`config.mk`:
```
export PLATFORM = sky130hd
export DESIGN_NAME = uart_fifo_flat
export DESIGN_NICKNAME = d
export VERILOG_FILES = /design/src/rtl/uart_fifo_if.sv /design/src/rtl/uart_fifo.sv /design/src/flat_wrapper.sv
export SDC_FILE = /design/constraint.sdc
export NUM_CORES = 1
export LEC_CHECK = 0
export ABC_AREA = 1
export BUFFER_PORTS_ARGS = -buffer_cell sky130_fd_sc_hd__buf_2
export CORE_ASPECT_RATIO = 0.5
export CORE_MARGIN = 1
export CORE_UTILIZATION = 56
export CTS_CLUSTER_DIAMETER = 200
export DETAILED_ROUTE_END_ITERATION = 7
export PLACE_DENSITY = 0.82
export SYNTH_ARGS = -nofsm -noshare
export SYNTH_HDL_FRONTEND = slang
export SYNTH_SLANG_ARGS = --single-unit
```
`constraint.sdc`:
```
create_clock -name clk -period 1.9 [get_ports clk]
set_input_delay 0.095 -clock clk [delete_from_list [all_inputs] [get_ports clk]]
set_output_delay 0.095 -clock clk [all_outputs]
set_load 0.01 [all_outputs]
```
`src/rtl/uart_fifo_if.sv`:
```
// Stream side of uart_fifo: RX FIFO head/pop and TX FIFO push, plus status pulses.
// valid/ready: a word moves on a rising clk edge where valid && ready; the valid side holds its data stable until then.
interface uart_fifo_if #(parameter int DATA_BITS = 8);
  logic [DATA_BITS-1:0] rx_data;
  logic                 rx_perr;
  logic                 rx_ferr;
  logic                 rx_valid;
  logic                 rx_ready;
  logic                 rx_overrun;
  logic [DATA_BITS-1:0] tx_data;
  logic                 tx_valid;
  logic                 tx_ready;
  logic                 tx_idle;

  modport master (
    output rx_data, rx_perr, rx_ferr, rx_valid, rx_overrun, tx_ready, tx_idle,
    input  rx_ready, tx_data, tx_valid
  );

  modport slave (
    input  rx_data, rx_perr, rx_ferr, rx_valid, rx_overrun, tx_ready, tx_idle,
    output rx_ready, tx_data, tx_valid
  );
endinterface

```
`src/rtl/uart_fifo.sv`:
```
// Full-duplex UART with configurable frame, run-time baud divisor and RX/TX FIFOs.
// rx_state/tx_state expose the FSMs: 0 IDLE, 1 START, 2 DATA, 3 PARITY, 4 STOP.
module uart_fifo #(
  parameter int CLK_HZ     = 100000000,
  parameter int BAUD       = 1000000,
  parameter int DATA_BITS  = 8,
  parameter int PARITY     = 0,
  parameter int STOP_BITS  = 1,
  parameter int FIFO_DEPTH = 16,
  parameter int FILT_CYC   = (CLK_HZ / BAUD) / 4
) (
  input  logic        clk,
  input  logic        rst_,
  input  logic [15:0] baud_div,
  input  logic        rxd,
  output logic        txd,
  uart_fifo_if.master bus,
  output logic [2:0]  rx_state,
  output logic [2:0]  tx_state
);
  localparam int   DEF_DIV   = CLK_HZ / BAUD;
  localparam int   AW        = $clog2(FIFO_DEPTH);
  localparam int   RW        = DATA_BITS + 2;
  localparam logic ODD       = (PARITY == 1);
  localparam logic LAST_STOP = 1'(STOP_BITS - 1);
  localparam logic [3:0] LAST_BIT = 4'(DATA_BITS - 1);

  typedef enum logic [2:0] {
    S_IDLE = 3'd0, S_START = 3'd1, S_DATA = 3'd2, S_PARITY = 3'd3, S_STOP = 3'd4
  } state_t;

  logic [15:0] eff_div;
  always_comb begin
    eff_div = baud_div;
    if (baud_div == 16'd0)     eff_div = 16'(DEF_DIV);
    else if (baud_div < 16'd4) eff_div = 16'd4;
  end

  // ---------------- RX line: synchroniser and glitch filter ----------------
  logic [1:0]  rx_sync;
  logic        rx_filt, rx_prev;
  logic [15:0] filt_cnt;

  always_ff @(posedge clk or negedge rst_) begin
    if (!rst_) begin
      rx_sync  <= 2'b11;
      rx_filt  <= 1'b1;
      rx_prev  <= 1'b1;
      filt_cnt <= 16'd0;
    end else begin
      rx_sync <= {rx_sync[0], rxd};
      rx_prev <= rx_filt;
      if (FILT_CYC == 0) begin
        rx_filt <= rx_sync[1];
      end else if (rx_sync[1] == rx_filt) begin
        filt_cnt <= 16'd0;
      end else if (filt_cnt == 16'(FILT_CYC - 1)) begin
        rx_filt  <= rx_sync[1];
        filt_cnt <= 16'd0;
      end else begin
        filt_cnt <= filt_cnt + 16'd1;
      end
    end
  end

  // ---------------- RX FSM ----------------
  state_t                rx_st;
  logic [15:0]           rx_div, rx_cnt;
  logic [3:0]            rx_bit;
  logic                  rx_stop, rx_perr_q, rx_ferr_q, push_v;
  logic [DATA_BITS-1:0]  rx_sh;
  logic [RW-1:0]         push_word;

  always_ff @(posedge clk or negedge rst_) begin
    if (!rst_) begin
      rx_st     <= S_IDLE;
      rx_div    <= 16'd0;
      rx_cnt    <= 16'd0;
      rx_bit    <= 4'd0;
      rx_stop   <= 1'b0;
      rx_perr_q <= 1'b0;
      rx_ferr_q <= 1'b0;
      rx_sh     <= '0;
      push_v    <= 1'b0;
      push_word <= '0;
    end else begin
      push_v <= 1'b0;
      if (rx_st == S_IDLE) begin
        if (rx_prev && !rx_filt) begin
          rx_div    <= eff_div;
          rx_cnt    <= eff_div >> 1;
          rx_perr_q <= 1'b0;
          rx_ferr_q <= 1'b0;
          rx_st     <= S_START;
        end
      end else if (rx_cnt != 16'd0) begin
        rx_cnt <= rx_cnt - 16'd1;
      end else begin
        rx_cnt <= rx_div - 16'd1;
        case (rx_st)
          S_START: begin
            rx_bit <= 4'd0;
            rx_st  <= rx_filt ? S_IDLE : S_DATA;
          end
          S_DATA: begin
            rx_sh <= {rx_filt, rx_sh[DATA_BITS-1:1]};
            if (rx_bit == LAST_BIT) begin
              rx_stop <= 1'b0;
              rx_st   <= (PARITY != 0) ? S_PARITY : S_STOP;
            end else begin
              rx_bit <= rx_bit + 4'd1;
            end
          end
          S_PARITY: begin
            rx_perr_q <= (^rx_sh) ^ rx_filt ^ ODD;
            rx_stop   <= 1'b0;
            rx_st     <= S_STOP;
          end
          S_STOP: begin
            if (!rx_filt) rx_ferr_q <= 1'b1;
            if (rx_stop == LAST_STOP) begin
              push_v    <= 1'b1;
              push_word <= {rx_perr_q, rx_ferr_q | ~rx_filt, rx_sh};
              rx_st     <= S_IDLE;
            end else begin
              rx_stop <= 1'b1;
            end
          end
          default: rx_st <= S_IDLE;
        endcase
      end
    end
  end

  // ---------------- RX FIFO (first-word fall-through) ----------------
  logic [RW-1:0] rx_mem [FIFO_DEPTH];
  logic [AW:0]   rx_wr, rx_rd;
  logic [RW-1:0] rx_head;
  logic          rx_full, rx_pop, rx_wr_en, ovr_q;

  assign rx_full  = (rx_wr[AW] != rx_rd[AW]) && (rx_wr[AW-1:0] == rx_rd[AW-1:0]);
  assign rx_pop   = bus.rx_valid && bus.rx_ready;
  // A pop in the same cycle frees the slot, so a full FIFO can still accept.
  assign rx_wr_en = push_v && (!rx_full || rx_pop);
  assign rx_head  = rx_mem[rx_rd[AW-1:0]];

  always_ff @(posedge clk) begin
    if (rx_wr_en) rx_mem[rx_wr[AW-1:0]] <= push_word;
  end

  always_ff @(posedge clk or negedge rst_) begin
    if (!rst_) begin
      rx_wr <= '0;
      rx_rd <= '0;
      ovr_q <= 1'b0;
    end else begin
      if (rx_wr_en) rx_wr <= rx_wr + 1'b1;
      if (rx_pop)   rx_rd <= rx_rd + 1'b1;
      ovr_q <= push_v && rx_full && !rx_pop;
    end
  end

  assign bus.rx_valid   = (rx_wr != rx_rd);
  assign bus.rx_data    = rx_head[DATA_BITS-1:0];
  assign bus.rx_ferr    = rx_head[DATA_BITS];
  assign bus.rx_perr    = rx_head[DATA_BITS+1];
  assign bus.rx_overrun = ovr_q;

  // ---------------- TX FIFO ----------------
  logic [DATA_BITS-1:0] tx_mem [FIFO_DEPTH];
  logic [AW:0]          tx_wr, tx_rd;
  logic [DATA_BITS-1:0] tx_head;
  logic                 tx_full, tx_empty, tx_push, tx_load;

  assign tx_full  = (tx_wr[AW] != tx_rd[AW]) && (tx_wr[AW-1:0] == tx_rd[AW-1:0]);
  assign tx_empty = (tx_wr == tx_rd);
  assign tx_push  = bus.tx_valid && bus.tx_ready;
  assign tx_head  = tx_mem[tx_rd[AW-1:0]];

  always_ff @(posedge clk) begin
    if (tx_push) tx_mem[tx_wr[AW-1:0]] <= bus.tx_data;
  end

  // ---------------- TX FSM ----------------
  state_t               tx_st;
  logic [15:0]          tx_div, tx_cnt;
  logic [3:0]           tx_bit;
  logic                 tx_stop, tx_par, txd_q;
  logic [DATA_BITS-1:0] tx_sh;

  // Load from IDLE, or straight from the last stop period for back-to-back frames.
  always_comb begin
    tx_load = 1'b0;
    if (!tx_empty) begin
      if (tx_st == S_IDLE) tx_load = 1'b1;
      else if (tx_st == S_STOP && tx_cnt == 16'd0 && tx_stop == LAST_STOP) tx_load = 1'b1;
    end
  end

  always_ff @(posedge clk or negedge rst_) begin
    if (!rst_) begin
      tx_st   <= S_IDLE;
      tx_div  <= 16'd0;
      tx_cnt  <= 16'd0;
      tx_bit  <= 4'd0;
      tx_stop <= 1'b0;
      tx_par  <= 1'b0;
      tx_sh   <= '0;
      txd_q   <= 1'b1;
      tx_wr   <= '0;
      tx_rd   <= '0;
    end else begin
      if (tx_push) tx_wr <= tx_wr + 1'b1;
      if (tx_load) tx_rd <= tx_rd + 1'b1;
      // txd follows the state one cycle later, so every bit keeps a full D cycles.
      case (tx_st)
        S_START:  txd_q <= 1'b0;
        S_DATA:   txd_q <= tx_sh[0];
        S_PARITY: txd_q <= tx_par;
        default:  txd_q <= 1'b1;
      endcase
      if (tx_load) begin
        tx_sh  <= tx_head;
        tx_par <= (^tx_head) ^ ODD;
        tx_div <= eff_div;
        tx_cnt <= eff_div - 16'd1;
        tx_st  <= S_START;
      end else if (tx_st != S_IDLE) begin
        if (tx_cnt != 16'd0) begin
          tx_cnt <= tx_cnt - 16'd1;
        end else begin
          tx_cnt <= tx_div - 16'd1;
          case (tx_st)
            S_START: begin
              tx_bit <= 4'd0;
              tx_st  <= S_DATA;
            end
            S_DATA: begin
              tx_sh <= tx_sh >> 1;
              if (tx_bit == LAST_BIT) begin
                tx_stop <= 1'b0;
                tx_st   <= (PARITY != 0) ? S_PARITY : S_STOP;
              end else begin
                tx_bit <= tx_bit + 4'd1;
              end
            end
            S_PARITY: begin
              tx_stop <= 1'b0;
              tx_st   <= S_STOP;
            end
            S_STOP: begin
              if (tx_stop == LAST_STOP) tx_st <= S_IDLE;
              else tx_stop <= 1'b1;
            end
            default: tx_st <= S_IDLE;
          endcase
        end
      end
    end
  end

  assign txd          = txd_q;
  assign bus.tx_ready = !tx_full;
  assign bus.tx_idle  = (tx_st == S_IDLE) && tx_empty;
  assign rx_state     = rx_st;
  assign tx_state     = tx_st;
endmodule

```
`src/flat_wrapper.sv`:
```
// flat-port wrapper written by rule: the top's interface ports become plain ports
module uart_fifo_flat 
#(
  parameter int CLK_HZ     = 100000000,
  parameter int BAUD       = 1000000,
  parameter int DATA_BITS  = 8,
  parameter int PARITY     = 0,
  parameter int STOP_BITS  = 1,
  parameter int FIFO_DEPTH = 16,
  parameter int FILT_CYC   = (CLK_HZ / BAUD) / 4
)
  (clk, rst_, baud_div, rxd, txd, rx_state, tx_state, bus_rx_data, bus_rx_perr, bus_rx_ferr, bus_rx_valid, bus_rx_overrun, bus_tx_ready, bus_tx_idle, bus_rx_ready, bus_tx_data, bus_tx_valid);
  uart_fifo_if #(.DATA_BITS(DATA_BITS)) bus_i ();
  input  logic clk;
  input  logic rst_;
  input  logic [15:0] baud_div;
  input  logic rxd;
  output logic txd;
  output logic [2:0] rx_state;
  output logic [2:0] tx_state;
  output wire logic [$bits(bus_i.rx_data)-1:0] bus_rx_data;
  output wire logic [$bits(bus_i.rx_perr)-1:0] bus_rx_perr;
  output wire logic [$bits(bus_i.rx_ferr)-1:0] bus_rx_ferr;
  output wire logic [$bits(bus_i.rx_valid)-1:0] bus_rx_valid;
  output wire logic [$bits(bus_i.rx_overrun)-1:0] bus_rx_overrun;
  output wire logic [$bits(bus_i.tx_ready)-1:0] bus_tx_ready;
  output wire logic [$bits(bus_i.tx_idle)-1:0] bus_tx_idle;
  input wire logic [$bits(bus_i.rx_ready)-1:0] bus_rx_ready;
  input wire logic [$bits(bus_i.tx_data)-1:0] bus_tx_data;
  input wire logic [$bits(bus_i.tx_valid)-1:0] bus_tx_valid;
  assign bus_rx_data = bus_i.rx_data;
  assign bus_rx_perr = bus_i.rx_perr;
  assign bus_rx_ferr = bus_i.rx_ferr;
  assign bus_rx_valid = bus_i.rx_valid;
  assign bus_rx_overrun = bus_i.rx_overrun;
  assign bus_tx_ready = bus_i.tx_ready;
  assign bus_tx_idle = bus_i.tx_idle;
  assign bus_i.rx_ready = bus_rx_ready;
  assign bus_i.tx_data = bus_tx_data;
  assign bus_i.tx_valid = bus_tx_valid;
  uart_fifo #(.CLK_HZ(CLK_HZ), .BAUD(BAUD), .DATA_BITS(DATA_BITS), .PARITY(PARITY), .STOP_BITS(STOP_BITS), .FIFO_DEPTH(FIFO_DEPTH), .FILT_CYC(FILT_CYC)) u_core (.clk(clk), .rst_(rst_), .baud_div(baud_div), .rxd(rxd), .txd(txd), .bus(bus_i), .rx_state(rx_state), .tx_state(tx_state));
endmodule
```
# Word level (Yosys, flattened, before mapping)
# Memories as Yosys holds them, arrays and structs flattened.
# Index checks and enable logic that the tools add are counted.
# W data, S select, Z words.
[totals] rom_bits=0 ram_bits=288 out_inout_bits=21 word_cells=185 input_bits=29 latch_bits=0 memories=2 reg_bits=152
[mem_list] name="u_core.rx_mem" words=16 width=10 read_ports=1 rd_clocked_by_memory_dff=0 wr=1 line="uart_fifo.sv:136" text="logic [RW-1:0] rx_mem [FIFO_DEPTH];"
[mem_list] name="u_core.tx_mem" words=16 width=8 read_ports=1 rd_clocked_by_memory_dff=0 wr=1 line="uart_fifo.sv:170" text="logic [DATA_BITS-1:0] tx_mem [FIFO_DEPTH];"
[op_classes] n_bitwise=10 addsub=12 n_mux=57 div=0 reduce_logical=46 multipliers=0 n_shift=0 n_lt_le_gt_ge=1 eq_ne=30
[ops] op="$mux W16" count=10
[ops] op="$sub A16 B1 Y16 const B" count=5
[ops] op="$logic_not A16 Y1" count=2
[ops] op="$mux W8" count=4
[ops] op="$reduce_bool A16 Y1" count=2
[ops] op="$mux W3" count=10
[ops] op="$pmux W3 S4" count=2
[ops] op="$reduce_and A4 Y1" count=6
[ops] op="$mux W1" count=23
[ops] op="$add A5 B1 Y5 const B" count=4
[ops] op="$add A16 B1 Y16 const B" count=1
[ops] op="$eq A16 B5 Y1 const B" count=1
[ops] op="$lt A16 B3 Y1 const B" count=1
[ops] op="$pmux W4 S2" count=2
[ops] op="$reduce_xor A8 Y1" count=2
[ops] op="$eq A3 B2 Y1 const B" count=4
[ops] op="$reduce_bool A2 Y1" count=6
[ops] op="$logic_and A1 B1 Y1" count=11
[ops] op="$reduce_and A5 Y1" count=2
[ops] op="$pmux W1 S3" count=3
[ops] op="$reduce_and A3 Y1" count=3
[ops] op="$reduce_bool A3 Y1" count=3
[ops] op="$add A4 B1 Y4 const B" count=2
[ops] op="$eq A4 B3 Y1 const B" count=2
[ops] op="other kinds (21)" count=45

# Logic depth before layout (Yosys ltp)
# Gate-level depths: netlist of run 1.
[logic_depth] word_depth=8 depth_mapped=19

# Worst setup path after synthesis of run 1
# OpenSTA, ideal clock, no wires.
[synth_path] kind="register -> register" from="reg u_core.tx_rd[1]" to="reg u_core.tx_cnt[8]" setup_ns=0.117 synth_period_minus_slack_ns=2.084 slack_ns=-0.184 t_arrival_ns=1.968 n_path_buf=2 path_stages_with_launch=16 cell_sequence="dfrtp_1 > buf_6 > xor2_2 > nor2_4 > nand3_4 > nand2_4 > buf_6 > nand2_1 > o21ai_1 > inv_2 > ha_1 > nand2_2 > nor2_4 > xor2_1 > nand2_1 > nand2_1"
[synth_via] elab_chain_cells=3
[synth_rtl] element="start: declaration" line="uart_fifo.sv:171" text="logic [AW:0] tx_wr, tx_rd;"
[synth_rtl] element="start signal: assignment" line="uart_fifo.sv:214" text="if (tx_load) tx_rd <= tx_rd + 1'b1;"
[synth_rtl] element="$eq A5 B5 Y1 *" line="uart_fifo.sv:176" text="assign tx_empty = (tx_wr == tx_rd);"
[synth_rtl] element="$mux W1 *" line="uart_fifo.sv:194" text="if (!tx_empty) begin"
[synth_rtl] element="$mux W16 or $reduce_bool A2 Y1 (tied branches)"
[synth_rtl] element="end signal: assignment" line="uart_fifo.sv:226" text="tx_cnt <= eff_div - 16'd1;"
[synth_rtl] element="end signal: assignment" line="uart_fifo.sv:230" text="tx_cnt <= tx_cnt - 16'd1;"
[synth_rtl] element="end signal: assignment" line="uart_fifo.sv:232" text="tx_cnt <= tx_div - 16'd1;"
[synth_rtl] element="end: declaration" line="uart_fifo.sv:186" text="logic [15:0] tx_div, tx_cnt;"
# Mark *: on every way between the ends. The rest lies on a longest branch, timed or not.
# A chain may end at the register's enable or synchronous reset.

# Final worst setup path of run 1
[layout_path] from="reg u_core.rx_rd[0]" to="out bus_rx_data[1]"
[layout_via] elab_chain_cells=1
[layout_rtl] element="start: declaration" line="uart_fifo.sv:137" text="logic [AW:0] rx_wr, rx_rd;"
[layout_rtl] element="start signal: assignment" line="uart_fifo.sv:158" text="if (rx_pop) rx_rd <= rx_rd + 1'b1;"
[layout_rtl] element="$mem_v2 Z16 W10"
[layout_rtl] element="end: declaration" line="flat_wrapper.sv:21" text="output wire logic [$bits(bus_i.rx_data)-1:0] bus_rx_data;"
# Every way passes these cells.

==> impl_metrics.env, run 1 <==
export IMPL_grt_max_degree=44
export IMPL_cts_root_buf="clkbuf_16"
export IMPL_overflow=0
export IMPL_core_area_mm2=0.0345
export IMPL_synth_warnings=0
export IMPL_arrival_ns=2.42
export IMPL_viasPerCell=6.30
export IMPL_drt_first_iter_violations=2442
export IMPL_cp_cell_sequence="buf_8 > bufbuf_16 > o21ai_1 > o32ai_2 > nand2_1 > nand3_1 > buf_2"
export IMPL_power_density_mw_per_mm2=1450
export IMPL_grt_pass1_vias=16527
export IMPL_maxSlewViolCount=0
export IMPL_r2r_slack_ns=-0.57
export IMPL_clkPwrFrac_pct=20.8
export IMPL_synth_edf_count=288
export IMPL_syn_area_mm2=0.0197
export IMPL_synth_largest_area_cell="edfxtp_1"
export IMPL_synth_top_cell_area_share_pct=43.9
export IMPL_postSynth_asyncResetShare_pct=34.2
export IMPL_violations="design-rule violations, negative hold slack, negative setup slack"
export IMPL_start_kind="register"
export IMPL_die_area_mm2=0.0360
export IMPL_gp_congestion=0.914
export IMPL_maxSlewHeadroom_pct=43.4
export IMPL_io_buffers=49
export IMPL_synth_nets=1999
export IMPL_wirelength_mm=67.0
export IMPL_dr_pass1_iters=8
export IMPL_cts_reportedPaths_clkPinSlew_ns=0.07
export IMPL_die_h_um=135
export IMPL_synth_cells=1954
export IMPL_final_core_util_pct=78.0
export IMPL_power_switching_uw=15900
export IMPL_cp_top_family="buffers and inverters"
export IMPL_maxCapViolCount=0
export IMPL_crit_fanout=10
export IMPL_h_tree_depth=2
export IMPL_clockBufferDepth=3
export IMPL_ys_ff_latch=438
export IMPL_cpMaxStageDelayCell="dfrtp_2"
export IMPL_syn_avg_cell_area_um2=10.1
export IMPL_worst_pin_slew_ns=0.850
export IMPL_ir_drop_v=0.00110
export IMPL_seqPwrFrac_pct=30.0
export IMPL_period_needed_ns=2.52
export IMPL_dp_cells=2623
export IMPL_power_leakage_uw=0.0115
export IMPL_max_freq_mhz=397
export IMPL_critical_path_max_stage_delay_ns=0.50
export IMPL_crit_required_ns=1.80
export IMPL_grt_pass1_wl_mm=88.6
export IMPL_synthDistinctLibCells=51
export IMPL_synth_area_leaders="edfxtp_1 (44%), dfrtp_1 (18%), nand2_1 (7.0%)"
export IMPL_start_util_pct=57.1
export IMPL_final_cells=2831
export IMPL_route_antenna_remaining_nets=0
export IMPL_final_period_utilization_pct=133
export IMPL_whs_ns=-0.00802
export IMPL_ys_flop_type="edfxtp_1"
export IMPL_critPathBufInv=3
export IMPL_clock_sinks=438
export IMPL_vias=17844
export IMPL_n_antenna_cell=0
export IMPL_report_final_setup_viol=258
export IMPL_hold_viol_final=1
export IMPL_grt_usage_pct=32.2
export IMPL_fin_tns_setup_ns=-47.34
export IMPL_setup_ws_ns=-0.619
export IMPL_row_count=48
export IMPL_post_drt_wl_per_cell_um=23.7
export IMPL_hp_class="in2async"
export IMPL_drc_errors=3
export IMPL_end_kind="output pin"
export IMPL_cts_inserted_buffers=38
export IMPL_die_w_um=267
export IMPL_layout_drive_gt1_share_pct=35.2
export IMPL_combPwrFrac_pct=49.1
export IMPL_status="finished, violations left"
export IMPL_ys_seq_area_share_pct=62.9
export IMPL_swShare_pct=40.6
export IMPL_antenna_found_initial=0
export IMPL_num_fill_cells=1721
export IMPL_dp_hpwl_mm=29.9
export IMPL_fin_skew_ns=0.0392
export IMPL_io_pins=50
export IMPL_cts_tree="yes"
export IMPL_finalNetCount=2371
export IMPL_rsz0062_at_grt="yes"
export IMPL_intPower_uw=23200
export IMPL_critPathKind="reg2out"
export IMPL_area_growth_pct=36.6
export IMPL_clock_latency_ns=0.61
## cells in the mapped netlist (2+ instances only)
library cell  count
a31oi_1           2
or2_2             3
nand3_2           2
o221ai_1         19
nor2_4            9
xor2_2            2
buf_2            20
o22ai_1           6
buf_4             3
o21ai_0         191
nand2_4           5
buf_6             6
xor2_1           33
a21oi_1          26
inv_2            15
edfxtp_1        288
xnor2_1          11
dfrtp_1         145
mux2i_1          17
ha_1             16
inv_1           161
o21bai_1          3
nand4_1          14
o211ai_1         10
nand3b_1          4
nor3b_1           4
nand2_1         368
nor2_2           12
dfstp_2           5
nand3_1          96
nor3_2            4
nand2_2          14
nor2_1          340
clkbuf_1         31
nor4_1            2
o21ai_1          11
o32ai_1          23
buf_1            11
nor3_1           10
## routing by layer
metal  share of wire [%]  track usage (%)
met1                  33             37.6
met2                  48             57.1
met3                  11             5.89
met4                 8.0             17.4
met5                   0                0
## sequential cells by signal, summed over array words and instances (netlist names), 8 cells and up
signal / cells
u_core.rx_cnt: 16
u_core.push_word: 10
u_core.tx_sh: 8
u_core.tx_mem: 128
u_core.tx_cnt: 16
u_core.filt_cnt: 16
u_core.rx_sh: 8
u_core.rx_mem: 160
u_core.rx_div: 16
u_core.tx_div: 16
## layout by cell type (no fill, tap or decap), types with 44 or more instances in the layout
cell         n
clkbuf_16   45
nand2_2     53
buf_2       45
nand2_1    298
buf_12      44
buf_4      215
dfrtp_1    139
o21ai_0     95
edfxtp_1   288
inv_1      132
nand3_1     66
nor2_2      68
o21ai_1     67
nor2_4      59
buf_6       49
nor2_1     234
## layout make-up
class                           count  area [µm²]  area share, %
Clock buffer                       52        1050           3.90
Clock inverter                     18         188          0.697
Inverter                          177         706           2.62
Multi-Input combinational cell   1267        7880           29.3
Sequential cell                   438       12400           46.1
Tap cell                          475         594           2.21
Timing Repair Buffer              403        4080           15.1
Timing Repair inverter              1        7.51         0.0279
## metrics by stage
stage               area, µm²  power [µW]  setup slack, ns
global route            26900       40300           -0.763
global placement        22200       23700           -0.274
detailed placement      22200       24100           -0.331
CTS                     25600       35200           -0.341
finish                  26900       39100           -0.619
floorplan               19800       19500           -0.110
## power groups by stage
stage | registers [µW] | clock network [µW] | logic [µW]
3_3_place_gp | 11700 | 0 | 12000
5_1_grt | 11800 | 8460 | 20100
3_5_place_dp | 11700 | 0 | 12400
6_report | 11800 | 8150 | 19200
2_1_floorplan | 11700 | 0 | 7850
4_1_cts | 11600 | 7920 | 15700
## cell families (layout without fill, tap and decap cells)
| family | count (synthesis) | count (layout) | share of synthesized area (%) |
|---|---|---|---|
| xor gates and xnor gates | 46 | 46 | 2.12 |
| buffers and inverters | 249 | 651 | 5.16 |
| AOI/OAI and AO/OA | 298 | 298 | 8.70 |
| muxes | 18 | 18 | 0.920 |
| DFF | 438 | 438 | 62.9 |
| adders and majority gates | 16 | 16 | 1.02 |
| and+or+nand+nor | 889 | 889 | 19.1 |
## path summary, 6_finish.rpt
path,start,to,cells after the start
max in group asynchronous,rst_,u_core.tx_rd[0],3
worst min register to register,u_core.rx_sync[0],u_core.rx_sync[1],0
min in group clk,baud_div[2],u_core.rx_div[2],6
worst min-delay path,rst_,u_core.rx_div[3],2
worst max register to register,u_core.tx_cnt[3],u_core.tx_cnt[13],16
worst max-delay path,u_core.rx_rd[0],bus_rx_data[1],7
## what timing repair did
item / CTS / global route
pin swaps: 69 / 165
hold buffers: 26 / 0
resized for setup: 281 / 317
setup buffers: 57 / 47
setup endpoints to repair: 355 / 295
endpoints found under the hold margin: 305 / 0
gates cloned: 12 / 7
No activity file was read; power rests on OpenSTA's default activity.
==> run 2, diff against run 1 <==
Settings changed: CORE_UTILIZATION 56 to 63, PLACE_DENSITY 0.82 to 0.87.
Clock period 1.9 ns to 2.35 ns, I/O delays scaled along.
==> run 2 against run 1 <==
Net effect: the run ends with negative setup slack left; clock skew decreased by 0.018 ns; die area decreased by 11%; sequential share of layout area increased by 8.3 points; count of clock-buffer cells in the layout decreased by 8; core utilization decreased by 3.2 points; non-clock buffer count decreased by 246; first-iteration DRC count decreased by 30%; clock power decreased by 19%; via count decreased by 18%; global-route usage decreased by 3.4 points; total power decreased by 34%; critical path type is now reg2reg; largest cell class unchanged.
==> impl_metrics.env, run 2 (same netlist as run 1, synthesis figures left out) <==
export IMPL_io_pins=50
export IMPL_crit_fanout=10
export IMPL_seqCellArea_mm2=0.0124
export IMPL_ff2ff_path_depth=7
export IMPL_end_kind="register"
export IMPL_whs_endpoint="u_core.rx_div[0]"
export IMPL_grt_pass1_wl_mm=72.2
export IMPL_maxCapViolCount=0
export IMPL_start_util_pct=64.6
export IMPL_critical_path_max_stage_delay_ns=0.60
export IMPL_cp_top_family="simple AND/OR/NAND/NOR gates"
export IMPL_violations="negative setup slack"
export IMPL_largest_reg_flops=160
export IMPL_viasPerCell=5.79
export IMPL_critPathBufInv=1
export IMPL_cts_root_buf="clkbuf_16"
export IMPL_grt_usage_pct=28.8
export IMPL_overflow=0
export IMPL_crit_required_ns=2.54
export IMPL_period_needed_ns=2.47
export IMPL_gp_congestion=0.986
export IMPL_r2r_end="u_core.rx_mem[8][2]"
export IMPL_final_cell_mix="nand2_1 (363), nor2_1 (312), edfxtp_1 (288)"
export IMPL_r2r_start="u_core.rx_rd[1]"
export IMPL_num_fill_cells=1923
export IMPL_drc_errors=0
export IMPL_cpMaxStageDelayCell="nor2_2"
export IMPL_whs_ns=0.0510
export IMPL_grt_pass1_vias=14138
export IMPL_status="finished, violations left"
export IMPL_max_freq_mhz=404
export IMPL_hold_viol_final=0
export IMPL_clock_latency_ns=0.56
export IMPL_dp_hpwl_mm=29.1
export IMPL_layout_commonest_cell="nand2_1"
export IMPL_final_cells=2530
export IMPL_cts_reportedPaths_clkPinSlew_ns=0.07
export IMPL_layout_drive_gt1_share_pct=15.0
export IMPL_report_final_setup_viol=33
export IMPL_cts_inserted_buffers=38
export IMPL_hold_path_cell_count=3
export IMPL_start_kind="register"
export IMPL_grt_max_degree=84
export IMPL_core_area_mm2=0.0305
export IMPL_drt_first_iter_violations=1709
export IMPL_post_drt_wl_per_cell_um=18.9
export IMPL_final_period_utilization_pct=105
export IMPL_antenna_found_initial=0
export IMPL_hp_class="in2reg"
export IMPL_fin_tns_setup_ns=-2.64
export IMPL_setup_ws_ns=-0.123
export IMPL_route_antenna_remaining_nets=0
export IMPL_io_buffers=49
export IMPL_power_leakage_uw=0.00971
export IMPL_arrival_ns=2.66
export IMPL_critPathKind="reg2reg"
export IMPL_row_count=45
export IMPL_wirelength_mm=47.9
export IMPL_vias=14654
export IMPL_area_growth_pct=15.7
export IMPL_cp_cell_sequence="xor2_1 > a21oi_1 > nand3_1 > nand2_1 > inv_1 > nand2_1 > nor2_2"
export IMPL_worstHoldStart="baud_div[0]"
export IMPL_maxSlewHeadroom_pct=44.8
export IMPL_clockBufferDepth=3
export IMPL_rsz0062_at_grt="yes"
export IMPL_die_area_mm2=0.0320
export IMPL_die_h_um=127
export IMPL_ir_drop_v=0.000763
export IMPL_n_antenna_cell=0
export IMPL_dr_pass1_iters=6
export IMPL_clock_sinks=438
export IMPL_multiInputGateArea_mm2=0.00652
export IMPL_crit_top_cell="nand2_1"
export IMPL_maxSlewViolCount=0
export IMPL_power_density_mw_per_mm2=1130
export IMPL_cts_tree="yes"
export IMPL_worst_pin_slew_ns=0.829
export IMPL_fin_skew_ns=0.0210
export IMPL_r2r_slack_ns=-0.12
export IMPL_final_core_util_pct=74.7
export IMPL_die_w_um=252
export IMPL_h_tree_depth=2
export IMPL_dp_cells=2424
export IMPL_finalNetCount=2124
==> run 2: area by class of cell <==
class                           count  share of cell area, %
Inverter                          177                   2.95
Clock inverter                     24                   1.33
Tap cell                          423                   2.32
Clock buffer                       44                   4.36
Sequential cell                   438                   54.4
Timing Repair Buffer              157                   6.02
Multi-Input combinational cell   1267                   28.6
==> run 2: layer usage <==
metal | GRT usage (%) | vias to the layer above | share of wire [%]
li1 | - | 6834 | -
met1 | 36.6 | 6955 | 39
met2 | 49.9 | 712 | 50
met3 | 4.40 | 153 | 7.4
met4 | 12.4 | 0 | 3.9
met5 | 0 | - | 0
==> run 2: power breakdown <==
group	total [µW]	switching, µW	internal (µW)
clock	6570	2840	3730
combinational	9730	6260	3470
sequential	9490	526	8960
==> run 2: worst max-delay path by stage <==
stage / startpoint / end / slack, ns / cells past startpoint
after global placement: u_core.rx_rd[4] / u_core.rx_mem[0][8] / 0.06 / 7
final: u_core.rx_rd[1] / u_core.rx_mem[8][2] / -0.12 / 7
after detailed placement: u_core.rx_rd[4] / u_core.rx_mem[0][8] / -0.06 / 7
after CTS: u_core.rx_rd[0] / u_core.rx_mem[10][6] / -0.01 / 8
after global routing: u_core.rx_rd[1] / u_core.rx_mem[8][4] / -0.22 / 7
after floorplan: u_core.tx_rd[1] / u_core.tx_cnt[8] / 0.27 / 15
==> run 2: what timing repair did <==
item | 4_1_cts | 5_1_grt
hold buffers | 23 | 0
hold endpoints to repair | 272 | 0
pin swaps | 0 | 14
setup endpoints to repair | 109 | 179
gates resized for setup | 23 | 79
cloned | 1 | 6
buffers inserted | 0 | 8
==> run 2: through the flow <==
step                instance area [µm²]  power [µW]  setup WS [ns]
floorplan                         19700       15600          0.266
global placement                  20700       17600         0.0571
detailed placement                20700       18000        -0.0604
CTS                               22400       24700        -0.0118
global route                      22800       27100         -0.218
finish                            22800       25800         -0.123
==> run 2: worst register-to-register path: cells and delay by family, from the launching register on <==
| family | cells | cell delay, ns |
|---|---|---|
| compound gates | 1 | 0.12 |
| xor+xnor | 1 | 0.20 |
| buf+inv | 1 | 0.20 |
| flops | 1 | 0.45 |
| simple gates | 4 | 1.14 |
